### config.mk
export PLATFORM = sky130hd
export DESIGN_NAME = traffic_light_ctrl
export DESIGN_NICKNAME = d
export VERILOG_FILES = /design/src/rtl/traffic_light_ctrl.sv
export SDC_FILE = /design/constraint.sdc
export NUM_CORES = 1
export LEC_CHECK = 0
export ABC_AREA = 1
export CAP_MARGIN = 20
export CORE_MARGIN = 2
export CORE_UTILIZATION = 35
export CTS_CLUSTER_SIZE = 8
export DETAILED_ROUTE_END_ITERATION = 10
export SYNTH_ARGS = -nofsm -noshare
export SYNTH_HDL_FRONTEND = slang
export SYNTH_SLANG_ARGS = --single-unit
### constraint.sdc
create_clock -name clk -period 2.5 [get_ports clk]
set_input_delay 0.25 -clock clk [delete_from_list [all_inputs] [get_ports clk]]
set_output_delay 0.25 -clock clk [all_outputs]
set_load 0.05 [all_outputs]
### src/rtl/traffic_light_ctrl.sv
// Two-street traffic-light controller: A green/yellow, B green/yellow with one phase timer.
// Optional forced green timeout enabled by defining TRAFFIC_MAX_GREEN_EN.
module traffic_light_ctrl #(
  parameter int MIN_GREEN     = 8,
  parameter int YELLOW_CYCLES = 5,
  parameter int MAX_GREEN     = 32,
  parameter int CNT_W         = 8
) (
  input  logic       clk,
  input  logic       rst,
  input  logic       enable,
  input  logic       ta,
  input  logic       tb,
  output logic [1:0] la,
  output logic [1:0] lb,
  output logic [1:0] state,
  output logic       phase_tick
);

  typedef enum logic [1:0] {S_AG = 2'd0, S_AY = 2'd1, S_BG = 2'd2, S_BY = 2'd3} state_e;

  localparam logic [1:0] L_GREEN  = 2'b00;
  localparam logic [1:0] L_YELLOW = 2'b01;
  localparam logic [1:0] L_RED    = 2'b10;

  localparam logic [CNT_W-1:0] GREEN_LAST = CNT_W'(MIN_GREEN - 1);
  localparam logic [CNT_W-1:0] YEL_LAST   = CNT_W'(YELLOW_CYCLES - 1);
  localparam logic [CNT_W-1:0] CNT_MAX    = '1;

  // Elaboration-time parameter sanity checks.
  if (MIN_GREEN < 1 || YELLOW_CYCLES < 1 || MAX_GREEN < MIN_GREEN) begin : g_bad_dur
    $error("traffic_light_ctrl: illegal duration parameters");
  end
  if (MAX_GREEN > (2**CNT_W) - 1 || MIN_GREEN > (2**CNT_W) - 1 ||
      YELLOW_CYCLES > (2**CNT_W) - 1) begin : g_bad_width
    $error("traffic_light_ctrl: CNT_W too narrow for durations");
  end

  state_e           state_q, state_d;
  logic [CNT_W-1:0] cnt_q, cnt_d;
  logic             tick_q, tick_d;
  logic             max_hit;

`ifdef TRAFFIC_MAX_GREEN_EN
  localparam logic [CNT_W-1:0] MAX_LAST = CNT_W'(MAX_GREEN - 1);
  assign max_hit = (cnt_q == MAX_LAST);
`else
  assign max_hit = 1'b0;
`endif

  always_ff @(posedge clk or negedge rst) begin
    if (!rst) begin
      state_q <= S_AG;
      cnt_q   <= '0;
      tick_q  <= 1'b0;
    end else begin
      state_q <= state_d;
      cnt_q   <= cnt_d;
      tick_q  <= tick_d;
    end
  end

  always_comb begin
    state_d = state_q;
    cnt_d   = cnt_q;
    tick_d  = 1'b0;
    if (enable) begin
      case (state_q)
        S_AG: if ((cnt_q >= GREEN_LAST && !ta) || max_hit) state_d = S_AY;
        S_AY: if (cnt_q == YEL_LAST) state_d = S_BG;
        S_BG: if ((cnt_q >= GREEN_LAST && !tb) || max_hit) state_d = S_BY;
        S_BY: if (cnt_q == YEL_LAST) state_d = S_AG;
        default: state_d = S_AG;
      endcase
      // Phase change restarts the timer; otherwise count up and stick at the top.
      if (state_d != state_q) begin
        cnt_d  = '0;
        tick_d = 1'b1;
      end else if (cnt_q != CNT_MAX) begin
        cnt_d = cnt_q + 1'b1;
      end
    end
  end

  always_comb begin
    la = L_RED;
    lb = L_RED;
    case (state_q)
      S_AG:    la = L_GREEN;
      S_AY:    la = L_YELLOW;
      S_BG:    lb = L_GREEN;
      S_BY:    lb = L_YELLOW;
      default: begin
        la = L_RED;
        lb = L_RED;
      end
    endcase
  end

  assign state      = state_q;
  assign phase_tick = tick_q;

endmodule
==> summary.md <==
| Metric | Value |
|---|---|
| CTS Buf Count | 3 |
| Fin util | 44.3% |
| Fin worst setup slack | 0.556 ns |
| Rel. slew slack | 65.5% |
| Seq. cell area | around 280 um^2 |
| Mapped Nets | 112 |
| Top cell type's share of synthesized area | 34.7% |
| RSZ-0062 raised after global routing | no |
| GRT Overall Usage | between 10 and 15% |
| Multi-input combinational cell area | 452 um^2 |
| Post-Route WL | 1.60 mm |
| # H-tree levels | 1 |
| Crit path max-delay cell type | clkdlybuf4s50_1 |
| Synth Register Bits | 11 |
| Sequential area share after synthesis | a little over a third |
| Chip width | 51.6 um |
| P&R area growth vs syn | 21.1% |
| Critical path class | reg2out |
| Fin nets | 127 |
| # rows | 17 |
| DR WL met2 | about 750 um |
| Max-cap viol count | 0 |
| Pwr Density | 1100 nW/um^2 |
| DP Wirelength | 1.26 mm |
| Library cells used by synthesis | 24 |
| Wire length of the first global-routing pass | approximately 2.7 mm |
| Largest net degree at the start of global routing | 12 |
| Avg Inst Size Synth | between 7 and 8 um^2 |
| Ports | 12 |
| Initial DRC Count | 6 |
| Initial antenna violation count | 0 |
| Crit-path cells | inv_2, nor2_1, clkdlybuf4s50_1 |
| Drt first pass iters | 4 |
| Worst skew pair latency | 0.27 ns |
| CP Launch Point | state[0] |
| Die H | 51.6 um |
| Top cells by area, synth | dfrtp_1, nand2_1, nor2_1 |
| Worst Path Required | 2.25 ns |
| Critical path peak fanout | 5 |
| Yosys top cell by area | dfrtp_1 |
| Most common cell in the netlist | nand2_1 |
| Worst slew pin tran | approximately 0.52 ns |
| Final Hold Violating Endpoints | 0 |
| Port bufs | 11 |
| DRT met1 WL | 787 um |
| Share of cells above drive strength 1 | a little under 20% |
| Hold-fix buffers, CTS | 0 |
| Synth top cells by count | nand2_1, nor2_1, inv_1 |
| Post-Syn Area | 793 um^2 |
| Clk_skew | 0.00297 ns |
| CTS tree | built |
| Fillers | around 230 |
| Crit path arrival time | about 1.7 ns |
| Hold Slack | roughly 0.32 ns |
| Post-Layout Cell Count | around 150 |
| Post-synthesis instance total | 105 |
| Top layer in use | met4 |
| Sum of negative setup slack | 0 ns |
| # Post-CTS Setup Buffers | 0 |
| Vias in the first global route | 639 |
| Cells after DPL | 143 |
| Core area | 2170 um^2 |
| Full die area | 2660 um^2 |
| Slowest stage delay, CP | 0.80 ns |
| Startpoint Class | flip-flop |
| Reg clk slew, reported paths | 0.07 ns |
| Residual DRC count | 0 |
| Antenna Cells | 0 |
| Yosys warns | 0 |
| Highest Clock Rate | 514 MHz |
| Setup crit end kind | primary output |
| Met3 WL | approximately 51 um |
| Hold WC Path Type | in2async |
| FFs w/ async S/R, synth | 100% |
| TritonCTS Sinks | 11 |
| Initial core utilization | 36.6% |
| CTS Buffer Depth | 2 |
| Primary FF master, synth | dfrtp_1 |
| CTS resizes | 0 |
| Placer Congestion | 0.781 |
| Final setup violation count | 0 |
| Clk root buf | clkbuf_4 |
| P_leak | 0.457 nW |
| Total congestion overflow | 0 |
| Via-per-instance ratio | 4.58 |
| Number of flops mapped to enable cells by yosys | 0 |
| Fin. max-slew vios | 0 |
| Peak supply drop | 755 uV |
| WL/cell | 10.9 um |
| RR Startpoint | cnt_q[0] |
| Min Tclk post-route | 1.94 ns |
| Via count | between 600 and 700 |
| ANT nets after route | 0 |
| Setup WS pre-CTS | 0.844 ns |
| Final Cycle Share | between 70% and 80% |
| Status | finished, final reports clean |
routing by layer:
layer | global-route usage [%] | vias to the layer above
li1 | - | 360
met4 | 7.89 | 0
met2 | 22.2 | 9
met3 | 2.59 | 2
met5 | 0 | -
met1 | 17.8 | 302
sequential cells by signal, indices dropped and copies added, names as in the netlist:
name and cells:
state 2, cnt_q 8, phase_tick 1
worst max-delay path: cells and delay by family (launching register included):
kind / cells / cell delay [ns]
and+or+nand+nor: 1 / 0.09
DFF: 1 / 0.47
buffers and inverters: 2 / 0.87
logic make-up after synthesis:
logic type                 Yosys count  synth area share, %
xor gates and xnor gates             3                 3.31
buffers and inverters               17                 8.36
DFF                                 11                 34.7
AOI/OAI and AO/OA                    5                 3.94
adders and majority gates            2                 3.15
and+or+nand+nor                     67                 46.5
cell type report:
| cell class | count | area share (%) |
|---|---|---|
| clock buffer | 4 | 2.73 |
| inverter | 16 | 6.51 |
| tap | 28 | 3.65 |
| multi-input combinational | 77 | 47.0 |
| sequential | 11 | 28.6 |
| timing repair buffer | 11 | 11.5 |
power by group:
| part | leakage [nW] | internal, mW | switching (mW) |
|---|---|---|---|
| combinational | 0.300 | 0.214 | 0.405 |
| sequential | 0.141 | 0.235 | 0.0850 |
| clock | 0.0150 | 0.0618 | 0.0611 |
layout by cell type (no fill, tap or decap):
master / Yosys / layout
inv_2: 1 / 1
nand4_1: 7 / 7
nand3_4: 2 / 2
a21oi_1: 1 / 1
nor2_2: 4 / 4
inv_4: 1 / 1
clkdlybuf4s50_1: 0 / 11
clkbuf_1: 1 / 1
nand3_2: 2 / 2
nor3_1: 2 / 2
o21ai_2: 1 / 1
nor2_4: 1 / 1
o21ai_0: 2 / 2
nand2_2: 5 / 5
ha_1: 2 / 2
nor2_1: 14 / 14
nand2_4: 3 / 3
xnor2_1: 2 / 2
dfrtp_1: 11 / 11
nand3_1: 4 / 4
nand2_1: 23 / 23
clkbuf_4: 0 / 3
inv_1: 13 / 13
o21bai_1: 1 / 1
clkinv_1: 1 / 1
xor2_1: 1 / 1
worst paths after layout:
kind	to	slack, ns	cells past startpoint
max	la[0]	0.56	3
min	phase_tick	0.32	1
max reg2reg	cnt_q[3]	1.01	8
min reg2reg	cnt_q[7]	0.58	2
max in group asynchronous	cnt_q[2]	1.83	1
min in group clk	cnt_q[7]	0.58	2
per-stage QoR:
stage	power, mW	instance area, um^2
6_report	1.06	961
5_1_grt	1.14	961
4_1_cts	1.08	961
3_5_place_dp	0.946	935
3_3_place_gp	0.939	935
2_1_floorplan	0.778	793
Note: power is estimated with default switching activity, not from simulation.
